File: src/rtl/tdm_mux_pkg.sv
// Shared types and defaults for the TDM scanning multiplexer.
// Optional macro TDM_MUX_SKIP_EN enables skipping invalid channels in SCAN mode.
package tdm_mux_pkg;

   typedef enum logic {
      MODE_MANUAL = 1'b0,
      MODE_SCAN   = 1'b1
   } mode_e;

   localparam int NCH_DEF   = 8;
   localparam int DW_DEF    = 8;
   localparam int DWELL_DEF = 4;

   // Width helper that never returns zero, so 1- and 2-entry spaces still get a bit
   function automatic int clog2_safe(input int n);
      return (n <= 2) ? 1 : $clog2(n);
   endfunction

endpackage

File: src/rtl/tdm_mux_scan_ptr.sv
// Round-robin channel pointer with per-channel dwell counter.
// With TDM_MUX_SKIP_EN defined, a channel with no valid data ends its slot at once.
module tdm_scan_ptr
   import tdm_mux_pkg::*;
#(
   parameter int NCH   = NCH_DEF,
   parameter int DWELL = DWELL_DEF,
   parameter int SW    = clog2_safe(NCH)
) (
   input  logic          clk,
   input  logic          rst_n,
   input  logic          en,
   input  logic          clr,
   input  logic          cur_valid,
   output logic [SW-1:0] ptr
);

   localparam int CW = clog2_safe(DWELL);
   localparam logic [CW-1:0] CNT_LAST = CW'(DWELL - 1);
   localparam logic [SW-1:0] PTR_LAST = SW'(NCH - 1);

   logic [CW-1:0] cnt;
   logic [SW-1:0] ptr_nxt;
   logic          slot_end;

   // Explicit wrap keeps non-power-of-2 channel counts in range
   assign ptr_nxt = (ptr == PTR_LAST) ? '0 : ptr + 1'b1;

`ifdef TDM_MUX_SKIP_EN
   assign slot_end = (cnt == CNT_LAST) || !cur_valid;
`else
   logic unused_cur_valid;
   assign unused_cur_valid = cur_valid;
   assign slot_end = (cnt == CNT_LAST);
`endif

   // Pointer and dwell counter advance only on scan load cycles
   always_ff @(posedge clk or negedge rst_n) begin
      if (!rst_n) begin
         ptr <= '0;
         cnt <= '0;
      end else if (clr) begin
         ptr <= '0;
         cnt <= '0;
      end else if (en) begin
         if (slot_end) begin
            cnt <= '0;
            ptr <= ptr_nxt;
         end else begin
            cnt <= cnt + 1'b1;
         end
      end
   end

endmodule

File: src/rtl/tdm_mux_scan.sv
// N-channel registered mux with MANUAL select and round-robin SCAN modes.
// Optional macro TDM_MUX_SKIP_EN (handled in tdm_scan_ptr) skips invalid channels.
module tdm_mux_scan
   import tdm_mux_pkg::*;
#(
   parameter int NCH   = NCH_DEF,
   parameter int DW    = DW_DEF,
   parameter int DWELL = DWELL_DEF,
   parameter int SW    = clog2_safe(NCH)
) (
   input  logic              clk,
   input  logic              rst_n,
   input  logic [NCH*DW-1:0] din,
   input  logic [NCH-1:0]    in_valid,
   input  logic              mode,
   input  logic [SW-1:0]     sel,
   input  logic              out_ready,
   output logic [DW-1:0]     out_data,
   output logic [SW-1:0]     out_ch,
   output logic              out_valid,
   output logic              sel_err
);

   localparam logic [SW:0] NCH_W = (SW + 1)'(NCH);

   mode_e         state;
   mode_e         state_nxt;
   logic          load;
   logic          scan;
   logic          clr;
   logic          sel_ok;
   logic          hit;
   logic [SW-1:0] idx;
   logic [SW-1:0] ptr;

   assign load   = !out_valid || out_ready;
   assign scan   = (state == MODE_SCAN);
   assign sel_ok = ({1'b0, sel} < NCH_W);
   assign idx    = scan ? ptr : (sel_ok ? sel : '0);
   assign hit    = (scan || sel_ok) && in_valid[idx];

   // Mode state register; mode is sampled every cycle
   always_ff @(posedge clk or negedge rst_n) begin
      if (!rst_n) state <= MODE_MANUAL;
      else        state <= state_nxt;
   end

   // Next state; entering SCAN restarts the pointer at channel 0
   always_comb begin
      state_nxt = state;
      clr       = 1'b0;
      case (state)
         MODE_MANUAL: begin
            if (mode) begin
               state_nxt = MODE_SCAN;
               clr       = 1'b1;
            end
         end
         MODE_SCAN: begin
            if (!mode) state_nxt = MODE_MANUAL;
         end
         default: state_nxt = MODE_MANUAL;
      endcase
   end

   tdm_scan_ptr #(
      .NCH   (NCH),
      .DWELL (DWELL),
      .SW    (SW)
   ) u_ptr (
      .clk       (clk),
      .rst_n     (rst_n),
      .en        (load && scan),
      .clr       (clr),
      .cur_valid (hit),
      .ptr       (ptr)
   );

   // Output register; held while a sample waits for the consumer
   always_ff @(posedge clk or negedge rst_n) begin
      if (!rst_n) begin
         out_data  <= '0;
         out_ch    <= '0;
         out_valid <= 1'b0;
         sel_err   <= 1'b0;
      end else if (load) begin
         out_valid <= hit;
         if (hit) begin
            out_data <= din[idx*DW +: DW];
            out_ch   <= idx;
         end
         if (!scan && !sel_ok) sel_err <= 1'b1;
      end
   end

endmodule

File: config.mk
export PLATFORM = sky130hd
export DESIGN_NAME = tdm_mux_scan
export DESIGN_NICKNAME = d
export VERILOG_FILES = /design/src/rtl/tdm_mux_pkg.sv /design/src/rtl/tdm_mux_scan_ptr.sv /design/src/rtl/tdm_mux_scan.sv
export SDC_FILE = /design/constraint.sdc
export NUM_CORES = 1
export LEC_CHECK = 0
export ABC_AREA = 0
export CAP_MARGIN = 5
export CORE_AREA = 5 5 68 70
export CTS_CLUSTER_DIAMETER = 50
export DETAILED_ROUTE_END_ITERATION = 10
export DIE_AREA = 0 0 73 75
export PLACE_DENSITY = 0.86
export SYNTH_ARGS = -nofsm -noshare
export SYNTH_HDL_FRONTEND = slang
export SYNTH_SLANG_ARGS = --single-unit
File: constraint.sdc
create_clock -name clk -period 5.54 [get_ports clk]
set_input_delay 1.108 -clock clk [delete_from_list [all_inputs] [get_ports clk]]
set_output_delay 1.108 -clock clk [all_outputs]
set_load 0.005 [all_outputs]
==> impl_metrics.ini <==
[cts]
cts_tree = done
cts_buffer_depth = 2
cts_sinks = 18
numCtsBuffers = 3
root_buffer = clkbuf_8
path_clk_slew_ps = 70
holdBufCountCts = 0
ctsResizeCount = 0
clk-insertion-delay-late_ps = 260
h-tree-depth = 1
cts_setup_buffers = 0

[worst_setup_path]
r2r_slack_ps = 3030
cp.arrival_ps = 3160
cp.required_ps = 5680
cp_max_fo = 11
rr_worst_depth = 4
worstReg2RegEnd = out_data[3]$_DFFE_PN0P_
reg2reg_from = scan$_DFF_PN0_
critical_path_class = input port to flip-flop
cp-end-kind = flip-flop
critPathLaunchType = input port

[power]
p_leak_nw = 1.01
netSwitchingFraction = 0.293
power_density_mw_per_mm2 = 242
p_total_uw = 593
seqPwrFrac = 0.347
intPower_uw = 420
pwr-share-comb = 0.471
clkPwrFrac = 0.182
ir_drop_mv = 0.0996
p_switching_uw = 174

[finish]
nNetsFinal = 299
syn_to_final_growth_pct = 63.4
drive_gt1_frac = 0.106
antenna_cells = 0
final_area_mm2 = 0.00245

[global_route]
grt_max_degree = 21
antenna_found_initial = 0
grt_use_total = 0.145
grt_overflow_total = 0
grt_pass1_wl_um = 6110
grt_pass1_vias = 1330

[timing]
final_hold_viol_count = 0
fmax_mhz = 331
min_period_ps = 3020
skew_ps = 5.39
tightest_slew_ps = 1030
rsz0062_at_grt = false
slew_viol_final = 0
fin_crit_sh = 0.545
relSlewSlack = 0.299
finalSetupTns_ps = 0
report.final.setup_viol = 0

[routing]
drtPass1Iterations = 4
routed_via_density = 5.17
ant_nets = 0
totalWireLength_um = 4120
vias = 1375
wl_per_cell_um = 15.5
route.detailed.drc = 0
drt_iter0_markers = 36

[placement]
dp_hpwl_um = 3400
io_buffer_count = 90
post_dp_cell_area_mm2 = 0.00240
gp_congestion = 0.780

[logic_synthesis]
synth_area_per_cell_um2 = 11.6
ys_types = 31
synth_warnings = 0
synth_nets = 211
yosysTopAreaCellShare = 0.300
synth-seq-cells = 18
synth_area_leader_cell = dfrtp_1
syn-cell-area_mm2 = 0.00150
synthCells = 129
synth_seq_area_share = 0.300
ys_top_cells_by_area = dfrtp_1, mux4_2, mux2i_1

[min_path]
holdPathStages = 2
min_to = out_ch[1]$_DFFE_PN0P_
worstHoldStart = out_ch[1]$_DFFE_PN0P_
min_path_type = flip-flop to flip-flop

[die]
dieWidth_um = 73
rows = 23
io_pins = 92
dieArea_mm2 = 0.00548
die_h_um = 75
core_area_mm2 = 0.00391
initial_utilization = 0.384

[outcome]
status = complete, no violations

[run]
max_cap_viol_count = 0
## layout make-up
class                   instances  area (um^2)
multi-input cells              92          937
repair buffers                 91          908
flip-flops and latches         18          450
fillers                       324         1460
well taps                      50         62.6
clock buffers                   4         55.1
inverters                      11         41.3
## per-stage QoR
stage / cells / utilization / setup WS, ps / hold WS, ps
final: 266 / 0.627 / 2520 / 521
after global routing: 266 / 0.627 / 2390 / 552
after CTS: 266 / 0.627 / 2510 / 528
after detailed placement: 262 / 0.613 / 2240 / 513
after global placement: 262 / 0.613 / 2300 / 503
after floorplan: 129 / - / 3050 / 483
## registers in the layout, summed over array words and instances (netlist names)
register	count
scan	1
out_ch	3
out_data	8
out_valid	1
u_ptr.cnt	2
u_ptr.ptr	3
## cells in the mapped netlist
| cell type | n |
|---|---|
| o2bb2ai_1 | 1 |
| a2bb2oi_1 | 1 |
| conb_1 | 1 |
| and3_1 | 1 |
| buf_4 | 3 |
| o21ai_0 | 5 |
| dfrtp_1 | 18 |
| o32a_1 | 2 |
| mux2i_2 | 1 |
| nand2b_1 | 2 |
| nor2_1 | 9 |
| mux2_1 | 1 |
| clkbuf_1 | 1 |
| a21oi_1 | 3 |
| o22ai_1 | 2 |
| inv_1 | 11 |
| mux2_4 | 1 |
| buf_12 | 1 |
| a22o_1 | 2 |
| buf_2 | 1 |
| mux2_2 | 2 |
| nand2_1 | 8 |
| ha_1 | 3 |
| mux2i_1 | 20 |
| nor2b_1 | 5 |
| nor3_1 | 2 |
| o31ai_1 | 1 |
| mux4_2 | 14 |
| o22a_1 | 3 |
| buf_6 | 2 |
| mux4_1 | 2 |
## routing by layer
metal  GRT usage  wire (um)  vias to the layer above
met2       0.248       2120                       59
met5           0          0                        -
met3      0.0347        398                        5
met1       0.178       1540                      654
li1            -          -                      657
met4      0.0553         63                        0
## cells in the final DEF, fill, tap and decap left out, types with 3 or more instances in the layout
cell / synthesis / routed
a21oi_1: 3 / 3
dfrtp_1: 18 / 18
clkdlybuf4s50_1: 0 / 90
o22a_1: 3 / 3
mux2i_1: 20 / 20
clkbuf_8: 0 / 4
nor2_1: 9 / 9
nor2b_1: 5 / 5
ha_1: 3 / 3
inv_1: 11 / 11
o21ai_0: 5 / 5
nand2_1: 8 / 8
mux4_2: 14 / 14
## critical path, cell delays in order
cell             delay, ps
clkdlybuf4s50_1        570
mux2_2                 420
nor2_1                  80
o22ai_1                260
o2bb2ai_1              150
buf_4                  230
mux2_1                 340
## logic make-up (layout without fill, tap and decap cells)
| family | count (synthesis) | in the layout | synth area share |
|---|---|---|---|
| buf+inv | 19 | 106 | 0.0766 |
| flops | 18 | 18 | 0.300 |
| simple gates | 27 | 27 | 0.0824 |
| fa+ha+maj | 3 | 3 | 0.0250 |
| mux | 41 | 41 | 0.420 |
| compound gates | 20 | 20 | 0.0941 |
| other cells | 1 | 1 | 0.00250 |
## power groups by stage
stage	clock network (mW)	registers [mW]	logic, mW
6_report	0.108	0.206	0.279
4_1_cts	0.109	0.207	0.284
5_1_grt	0.115	0.214	0.309
2_1_floorplan	0	0.206	0.131
3_3_place_gp	0	0.208	0.277
3_5_place_dp	0	0.208	0.283
## worst max path at each step
stage | from | end | slack [ps] | depth (start not counted)
2_1_floorplan | sel[0] | out_ch[0]$_DFFE_PN0P_ | 3050 | 6
3_3_place_gp | sel[0] | out_ch[0]$_DFFE_PN0P_ | 2300 | 7
3_5_place_dp | sel[0] | out_ch[0]$_DFFE_PN0P_ | 2240 | 7
4_1_cts | sel[0] | out_ch[0]$_DFFE_PN0P_ | 2510 | 7
5_1_grt | sel[0] | out_ch[0]$_DFFE_PN0P_ | 2390 | 7
6_report | sel[0] | out_ch[0]$_DFFE_PN0P_ | 2520 | 7
Power figures use the tool's default switching activity.
